### src/rtl/if_fetch_ctrl_if.sv
// Instruction-memory request/response bus used by if_fetch_ctrl.
// master: fetch controller side, slave: instruction memory side.
interface if_fetch_ctrl_if #(
    parameter int ADDR_W = 32
);
    logic              im_req_valid;
    logic              im_req_ready;
    logic [ADDR_W-1:0] im_req_addr;
    logic              im_rsp_valid;
    logic [31:0]       im_rsp_data;

    modport master (
        output im_req_valid,
        output im_req_addr,
        input  im_req_ready,
        input  im_rsp_valid,
        input  im_rsp_data
    );

    modport slave (
        input  im_req_valid,
        input  im_req_addr,
        output im_req_ready,
        output im_rsp_valid,
        output im_rsp_data
    );
endinterface

### src/rtl/if_fetch_ctrl.sv
// Instruction-fetch controller sitting in front of the PC register.
// Issues one instruction-memory request at a time, holds the returned
// instruction for ID, and only lets the PC move on delivery to ID or on a
// redirect. Responses made stale by a redirect are discarded.
// Optional build macro FETCH_PERF_CNT_EN adds saturating fetch/drop counters.
//
// state  | meaning
// S_REQ  | request valid at current_pc, waiting for memory to accept
// S_WAIT | one request outstanding, waiting for its response
// S_HOLD | instruction held for ID, waiting for id_ready
module if_fetch_ctrl #(
    parameter int ADDR_W = 32,
    parameter int PC_INC = 4
) (
    input  logic                clk,
    input  logic                rst_n,
    input  logic [ADDR_W-1:0]   i_current_pc,
    output logic [ADDR_W-1:0]   o_next_pc,
    output logic                o_fetch_stall,
    input  logic                i_redirect_valid,
    input  logic [ADDR_W-1:0]   i_redirect_pc,
    if_fetch_ctrl_if.master     im,
    output logic                o_inst_valid,
    output logic [31:0]         o_inst_out,
    output logic [ADDR_W-1:0]   o_inst_pc,
    input  logic                i_id_ready
`ifdef FETCH_PERF_CNT_EN
    ,
    output logic [31:0]         o_perf_fetch_cnt,
    output logic [31:0]         o_perf_drop_cnt
`endif
);

    typedef enum logic [1:0] {
        S_REQ  = 2'd0,
        S_WAIT = 2'd1,
        S_HOLD = 2'd2
    } state_t;

    state_t            r_state;
    state_t            w_state_nxt;
    logic              r_drop_rsp;
    logic              w_drop_nxt;
    logic              w_req_valid;
    logic              w_advance;
    logic              w_deliver;
    logic              w_latch_pc;
    logic [ADDR_W-1:0] r_pc_q;
    logic              r_inst_valid;
    logic [31:0]       r_inst_out;
    logic [ADDR_W-1:0] r_inst_pc;

    // State and stale-response flag registers
    always_ff @(posedge clk or negedge rst_n) begin
        if (!rst_n) begin
            r_state    <= S_REQ;
            r_drop_rsp <= 1'b0;
        end else begin
            r_state    <= w_state_nxt;
            r_drop_rsp <= w_drop_nxt;
        end
    end

    // Next-state decode; a redirect overrides delivery and advance
    always_comb begin
        w_state_nxt = r_state;
        w_drop_nxt  = r_drop_rsp;
        w_req_valid = 1'b0;
        w_advance   = 1'b0;
        w_deliver   = 1'b0;
        w_latch_pc  = 1'b0;
        case (r_state)
            S_REQ: begin
                w_req_valid = 1'b1;
                if (im.im_req_ready) begin
                    w_latch_pc  = 1'b1;
                    w_state_nxt = S_WAIT;
                    // request accepted while PC is being redirected: its data is stale
                    w_drop_nxt  = i_redirect_valid;
                end
            end
            S_WAIT: begin
                if (im.im_rsp_valid) begin
                    w_drop_nxt = 1'b0;
                    if (r_drop_rsp || i_redirect_valid) begin
                        w_state_nxt = S_REQ;
                    end else begin
                        w_deliver   = 1'b1;
                        w_state_nxt = S_HOLD;
                    end
                end else if (i_redirect_valid) begin
                    w_drop_nxt = 1'b1;
                end
            end
            S_HOLD: begin
                if (i_redirect_valid) begin
                    w_state_nxt = S_REQ;
                end else if (i_id_ready) begin
                    w_advance   = 1'b1;
                    w_state_nxt = S_REQ;
                end
            end
            default: begin
                w_state_nxt = S_REQ;
            end
        endcase
    end

    // Request PC capture and held-instruction registers
    always_ff @(posedge clk or negedge rst_n) begin
        if (!rst_n) begin
            r_pc_q       <= '0;
            r_inst_valid <= 1'b0;
            r_inst_out   <= '0;
            r_inst_pc    <= '0;
        end else begin
            if (w_latch_pc) begin
                r_pc_q <= i_current_pc;
            end
            if (w_deliver) begin
                r_inst_out <= im.im_rsp_data;
                r_inst_pc  <= r_pc_q;
            end
            r_inst_valid <= (w_state_nxt == S_HOLD);
        end
    end

    assign im.im_req_valid = w_req_valid;
    assign im.im_req_addr  = i_current_pc;
    assign o_inst_valid    = r_inst_valid;
    assign o_inst_out      = r_inst_out;
    assign o_inst_pc       = r_inst_pc;
    assign o_fetch_stall   = ~(i_redirect_valid | w_advance);
    assign o_next_pc       = i_redirect_valid ? i_redirect_pc :
                             w_advance        ? i_current_pc + ADDR_W'(PC_INC) :
                                                i_current_pc;

`ifdef FETCH_PERF_CNT_EN
    logic        w_drop_evt;
    logic [31:0] r_perf_fetch_cnt;
    logic [31:0] r_perf_drop_cnt;

    // A drop is either a discarded response or a held instruction killed by redirect
    assign w_drop_evt = ((r_state == S_WAIT) && im.im_rsp_valid && (r_drop_rsp || i_redirect_valid)) ||
                        ((r_state == S_HOLD) && i_redirect_valid);

    // Saturating counters, untouched by redirects
    always_ff @(posedge clk or negedge rst_n) begin
        if (!rst_n) begin
            r_perf_fetch_cnt <= '0;
            r_perf_drop_cnt  <= '0;
        end else begin
            if (w_advance && (r_perf_fetch_cnt != 32'hFFFF_FFFF)) begin
                r_perf_fetch_cnt <= r_perf_fetch_cnt + 32'd1;
            end
            if (w_drop_evt && (r_perf_drop_cnt != 32'hFFFF_FFFF)) begin
                r_perf_drop_cnt <= r_perf_drop_cnt + 32'd1;
            end
        end
    end

    assign o_perf_fetch_cnt = r_perf_fetch_cnt;
    assign o_perf_drop_cnt  = r_perf_drop_cnt;
`endif

endmodule

### src/flat_wrapper.sv
// flat-port wrapper written by rule: the top's interface ports become plain ports
module if_fetch_ctrl_flat 
#(
    parameter int ADDR_W = 32,
    parameter int PC_INC = 4
)
  (clk, rst_n, i_current_pc, o_next_pc, o_fetch_stall, i_redirect_valid, i_redirect_pc, o_inst_valid, o_inst_out, o_inst_pc, i_id_ready, im_im_req_valid, im_im_req_addr, im_im_req_ready, im_im_rsp_valid, im_im_rsp_data);
  if_fetch_ctrl_if #(.ADDR_W(ADDR_W)) im_i ();
  input  logic clk;
  input  logic rst_n;
  input  logic [ADDR_W-1:0] i_current_pc;
  output logic [ADDR_W-1:0] o_next_pc;
  output logic o_fetch_stall;
  input  logic i_redirect_valid;
  input  logic [ADDR_W-1:0] i_redirect_pc;
  output logic o_inst_valid;
  output logic [31:0] o_inst_out;
  output logic [ADDR_W-1:0] o_inst_pc;
  input  logic i_id_ready;
  output wire logic [$bits(im_i.im_req_valid)-1:0] im_im_req_valid;
  output wire logic [$bits(im_i.im_req_addr)-1:0] im_im_req_addr;
  input wire logic [$bits(im_i.im_req_ready)-1:0] im_im_req_ready;
  input wire logic [$bits(im_i.im_rsp_valid)-1:0] im_im_rsp_valid;
  input wire logic [$bits(im_i.im_rsp_data)-1:0] im_im_rsp_data;
  assign im_im_req_valid = im_i.im_req_valid;
  assign im_im_req_addr = im_i.im_req_addr;
  assign im_i.im_req_ready = im_im_req_ready;
  assign im_i.im_rsp_valid = im_im_rsp_valid;
  assign im_i.im_rsp_data = im_im_rsp_data;
  if_fetch_ctrl #(.ADDR_W(ADDR_W), .PC_INC(PC_INC)) u_core (.clk(clk), .rst_n(rst_n), .i_current_pc(i_current_pc), .o_next_pc(o_next_pc), .o_fetch_stall(o_fetch_stall), .i_redirect_valid(i_redirect_valid), .i_redirect_pc(i_redirect_pc), .im(im_i), .o_inst_valid(o_inst_valid), .o_inst_out(o_inst_out), .o_inst_pc(o_inst_pc), .i_id_ready(i_id_ready));
endmodule
### config.mk
export PLATFORM = sky130hd
export DESIGN_NAME = if_fetch_ctrl_flat
export DESIGN_NICKNAME = d
export VERILOG_FILES = /design/src/rtl/if_fetch_ctrl_if.sv /design/src/rtl/if_fetch_ctrl.sv /design/src/flat_wrapper.sv
export SDC_FILE = /design/constraint.sdc
export NUM_CORES = 1
export LEC_CHECK = 0
export ABC_AREA = 1
export BUFFER_PORTS_ARGS = -buffer_cell sky130_fd_sc_hd__buf_2
export CAP_MARGIN = 20
export CORE_MARGIN = 2
export CORE_UTILIZATION = 48
export DETAILED_ROUTE_END_ITERATION = 16
export HOLD_SLACK_MARGIN = 0.08
export PLACE_DENSITY_LB_ADDON = 0.2
export SYNTH_ARGS = -nofsm -noshare
export SYNTH_HDL_FRONTEND = slang
export SYNTH_SLANG_ARGS = --single-unit
### constraint.sdc
create_clock -name clk -period 1.53 [get_ports clk]
set_input_delay 0.153 -clock clk [delete_from_list [all_inputs] [get_ports clk]]
set_output_delay 0.153 -clock clk [all_outputs]
set_load 0.01 [all_outputs]
==> results.py <==
metrics = {
    "status": {
        "status": "finished with violations",
        "violations": "negative setup slack",
    },
    "power_and_ir_drop": {
        "powerDensity_nw_per_um2": 1360,
        "p_leak_nw": 4.269,
        "irDropWorstVdd_mv": 0.9171,
    },
    "floorplanning": {
        "io_pins": 233,
        "dieArea_sq_um": 11680,
        "coreArea_sq_um": 10420,
        "start_util_pct": 49.90,
        "fp.dieH_um": 108.1,
        "die_w_um": 108.1,
        "floorplan.rows": 37,
    },
    "drt": {
        "wl_per_cell_um": 16.85,
        "vias_per_cell": 5.146,
        "first_iter_violations": 342,
        "num_vias": 5594,
        "wl_um": 18320,
        "drc": 0,
        "ant_nets": 0,
        "drt_first_pass_iters": 6,
    },
    "clocking": {
        "clk_pin_slew_ns": 0.09,
        "clkLatencyLatePin_ns": 0.37,
        "numCtsBuffers": 9,
        "cts-root-buf": "clkbuf_8",
        "clockBufferDepth": 2,
        "cts_sinks": 100,
        "cts_tree": "yes",
        "cts_max_level": 3,
    },
    "sta": {
        "finalHoldViolCount": 0,
        "tightest_slew_ns": 0.3508,
        "grt_setup_unrepaired": "yes",
        "finalCritPeriodShare_pct": 132.1,
        "min_period_ns": 2.022,
        "setup_ws_ns": -0.4918,
        "fmax_mhz": 494.6,
        "finalSetupViolCount": 108,
        "finalClockSkew_ns": 0.01127,
        "slew_viol_final": 0,
        "max_slew_margin_pct": 76.44,
    },
    "worst_setup_path": {
        "crit_arrival_ns": 1.87,
        "startpoint_type": "flop",
        "worstPathRequired_ns": 1.38,
        "crit_chain": "nor2_2, nand2_4, buf_6, nor2_4, nand2_2, nor2_1, nand2_1, nand3_1, nand2_1, buf_2",
        "path_buf_inv": 2,
        "cpMaxStageDelayCell": "dfrtp_1",
        "path_common_cell": "nand2_1",
        "cp_max_fo": 6,
        "setup.worst_path.class": "reg2out",
        "cpLargestDelayFamily": "simple AND/OR/NAND/NOR gates",
        "crit_path_max_incr_delay_ns": 0.43,
        "critPathCaptureType": "output pin",
    },
    "logic_synthesis": {
        "avgSynthCellArea_sq_um": 8.263,
        "ys_warn_count": 0,
        "synth_seq_area_share_pct": 48.15,
        "syn_area_sq_um": 5197,
        "synthCells": 629,
        "synthesis.nets": 732,
        "synth-seq-cells": 100,
        "yosysUniqueCellTypes": 34,
    },
    "placement": {
        "place_hpwl_um": 11270,
        "place_area_sq_um": 6673,
        "dp_slack_ns": -0.1719,
        "portBuffers": 232,
        "place.gp.congestion": 0.9215,
    },
    "grt": {
        "grt_max_degree": 41,
        "antenna_found_initial": 0,
        "grt_use_total_pct": 27.39,
        "grt_first_pass_wirelength_um": 24830,
        "grt_pass1_vias": 5102,
        "gr-total-overflow": 0,
    },
    "final_layout": {
        "seq_area_sq_um": 2502,
        "stdcell_area_sq_um": 8015,
        "drive_gt1_share_pct": 43.74,
        "syn_to_final_growth_pct": 54.21,
        "multiInputGateArea_sq_um": 2255,
        "nFillCells": 737,
        "fin_nets": 1049,
        "antenna_cells": 0,
    },
    "run": {
        "max_cap_viol_count": 0,
    },
    "min_path": {
        "hold_path_class": "in2reg",
    },
}
-- worst min-delay path: cells and delay by family --
kind                   cells  cell delay [ns]
AND/OR/NAND/NOR            1             0.07
AO/OA/AOI/OAI              1             0.06
buffers and inverters      1             0.14
-- what timing repair did --
item / 4_1_cts / 5_1_grt
setup buffers: 1 / 14
pin swaps: 13 / 20
hold buffers: 38 / 0
setup endpoints to repair: 63 / 87
gates cloned: 2 / 18
endpoints found under the hold margin: 137 / 0
resized for setup: 24 / 81
-- through the flow --
stage               hold slack, ns  total power [W]  utilization [%]  std cells  TNS (ns)
floorplan                  -0.1426         0.006274                -        629         0
global placement           0.07982         0.007815            64.06        999    -1.562
detailed placement         0.08617         0.007982            64.06        999    -2.307
CTS                        0.08564          0.01006            71.41       1056    -12.36
global route                0.1058          0.01150            76.95       1087    -28.79
finish                     0.09675          0.01090            76.95       1087    -18.85
-- state kept, by name, summed over array words and instances (netlist names) --
signal               cells
u_core.r_state           2
u_core.o_inst_pc        32
u_core.o_inst_valid      1
u_core.r_drop_rsp        1
u_core.o_inst_out       32
u_core.r_pc_q           32
-- logic make-up (layout without fill, tap and decap cells) --
| kind of cell | count (synthesis) | count (layout) | synth area share, % |
|---|---|---|---|
| flip-flops | 100 | 100 | 48.15 |
| AND/OR/NAND/NOR | 269 | 270 | 22.17 |
| multiplexers | 32 | 32 | 6.933 |
| buffers and inverters | 126 | 447 | 11.68 |
| adder cells (fa/ha/maj) | 1 | 1 | 0.2407 |
| XOR/XNOR | 8 | 8 | 1.348 |
| AO/OA/AOI/OAI | 93 | 93 | 9.485 |
-- synth_stat cells --
| cell | instances | area [sq um] |
|---|---|---|
| nand2_2 | 2 | 12.51 |
| a31oi_1 | 1 | 6.260 |
| nor3b_1 | 1 | 7.510 |
| xor2_1 | 5 | 43.79 |
| nor3_1 | 3 | 15.01 |
| o31ai_1 | 2 | 15.01 |
| o211ai_1 | 1 | 7.510 |
| nor3_4 | 1 | 16.27 |
| o21bai_1 | 4 | 30.03 |
| xnor2_1 | 3 | 26.28 |
| inv_1 | 70 | 262.8 |
| a21oi_1 | 4 | 20.02 |
| nand3_1 | 33 | 165.2 |
| nand3_2 | 1 | 10.01 |
| o22ai_1 | 1 | 6.260 |
| nor3_2 | 1 | 10.01 |
| buf_2 | 11 | 55.05 |
| nand4_1 | 14 | 87.58 |
| ha_1 | 1 | 12.51 |
| o21ai_0 | 75 | 375.4 |
| nand2_1 | 177 | 664.4 |
| mux2_2 | 32 | 360.4 |
| buf_4 | 32 | 240.2 |
| nor2_2 | 3 | 18.77 |
| or2_2 | 1 | 6.260 |
| buf_1 | 3 | 11.26 |
| nor2_1 | 29 | 108.9 |
| clkbuf_1 | 10 | 37.54 |
| a21o_1 | 2 | 15.01 |
| dfrtp_1 | 100 | 2502 |
| a22oi_1 | 1 | 7.510 |
| nor2_4 | 2 | 22.52 |
| nand3b_1 | 1 | 7.510 |
| o21ai_1 | 2 | 10.01 |
-- per-layer routing --
layer / up-vias / wire (um) / global-route usage [%]
met5: - / 0 / 0
met3: 36 / 1380 / 3.737
met2: 279 / 9174 / 47.53
met4: 0 / 428 / 10.07
li1: 2626 / - / -
met1: 2653 / 7332 / 34.99
-- power by group --
part | internal, W | switching, W
registers | 0.00383 | 0.000615
logic | 0.00214 | 0.00237
clock network | 0.000987 | 0.000967
total | 0.00695 | 0.00395
-- layout by cell type, fill, tap and decap left out, drive strengths merged --
cell type,instances
a22oi,1
a31oi,1
o21bai,4
ha,1
nor2,34
buf,313
xnor2,3
bufinv,2
nor3b,1
o31ai,2
xor2,5
dlygate4sd3,38
a21o,2
nor3,5
nand3,35
clkinv,1
o211ai,1
a21oi,4
nand3b,1
o22ai,1
clkbuf,20
mux2,32
dfrtp,100
nand2,179
o21ai,77
inv,73
nand4,14
or2,1
-- path summary, 6_finish.rpt --
| kind | startpoint | endpoint | slack, ns | depth (start not counted) |
|---|---|---|---|---|
| hold reg to reg | u_core.o_inst_pc[21]$_DFFE_PN0P_ | u_core.o_inst_pc[21]$_DFFE_PN0P_ | 0.49 | 2 |
| hold / removal | i_current_pc[28] | u_core.r_pc_q[28]$_DFFE_PN0P_ | 0.1 | 3 |
| min in group asynchronous | rst_n | u_core.o_inst_out[0]$_DFFE_PN0P_ | 0.23 | 2 |
| max in group asynchronous | rst_n | u_core.o_inst_pc[5]$_DFFE_PN0P_ | 0.76 | 3 |
| setup reg to reg | u_core.r_state[0]$_DFF_PN0_ | u_core.r_pc_q[23]$_DFFE_PN0P_ | -0.24 | 8 |
| setup / recovery | u_core.r_state[0]$_DFF_PN0_ | o_next_pc[19] | -0.49 | 10 |
-- area by class of cell --
type                    count  area share (%)
clock buffers              10           1.717
clock inverters             6           1.171
inverters                  70           3.278
multi-input cells         404           28.13
flip-flops and latches    100           31.22
well taps                 136           2.123
repair buffers            361           32.36
No activity file was read; power rests on OpenSTA's default activity.
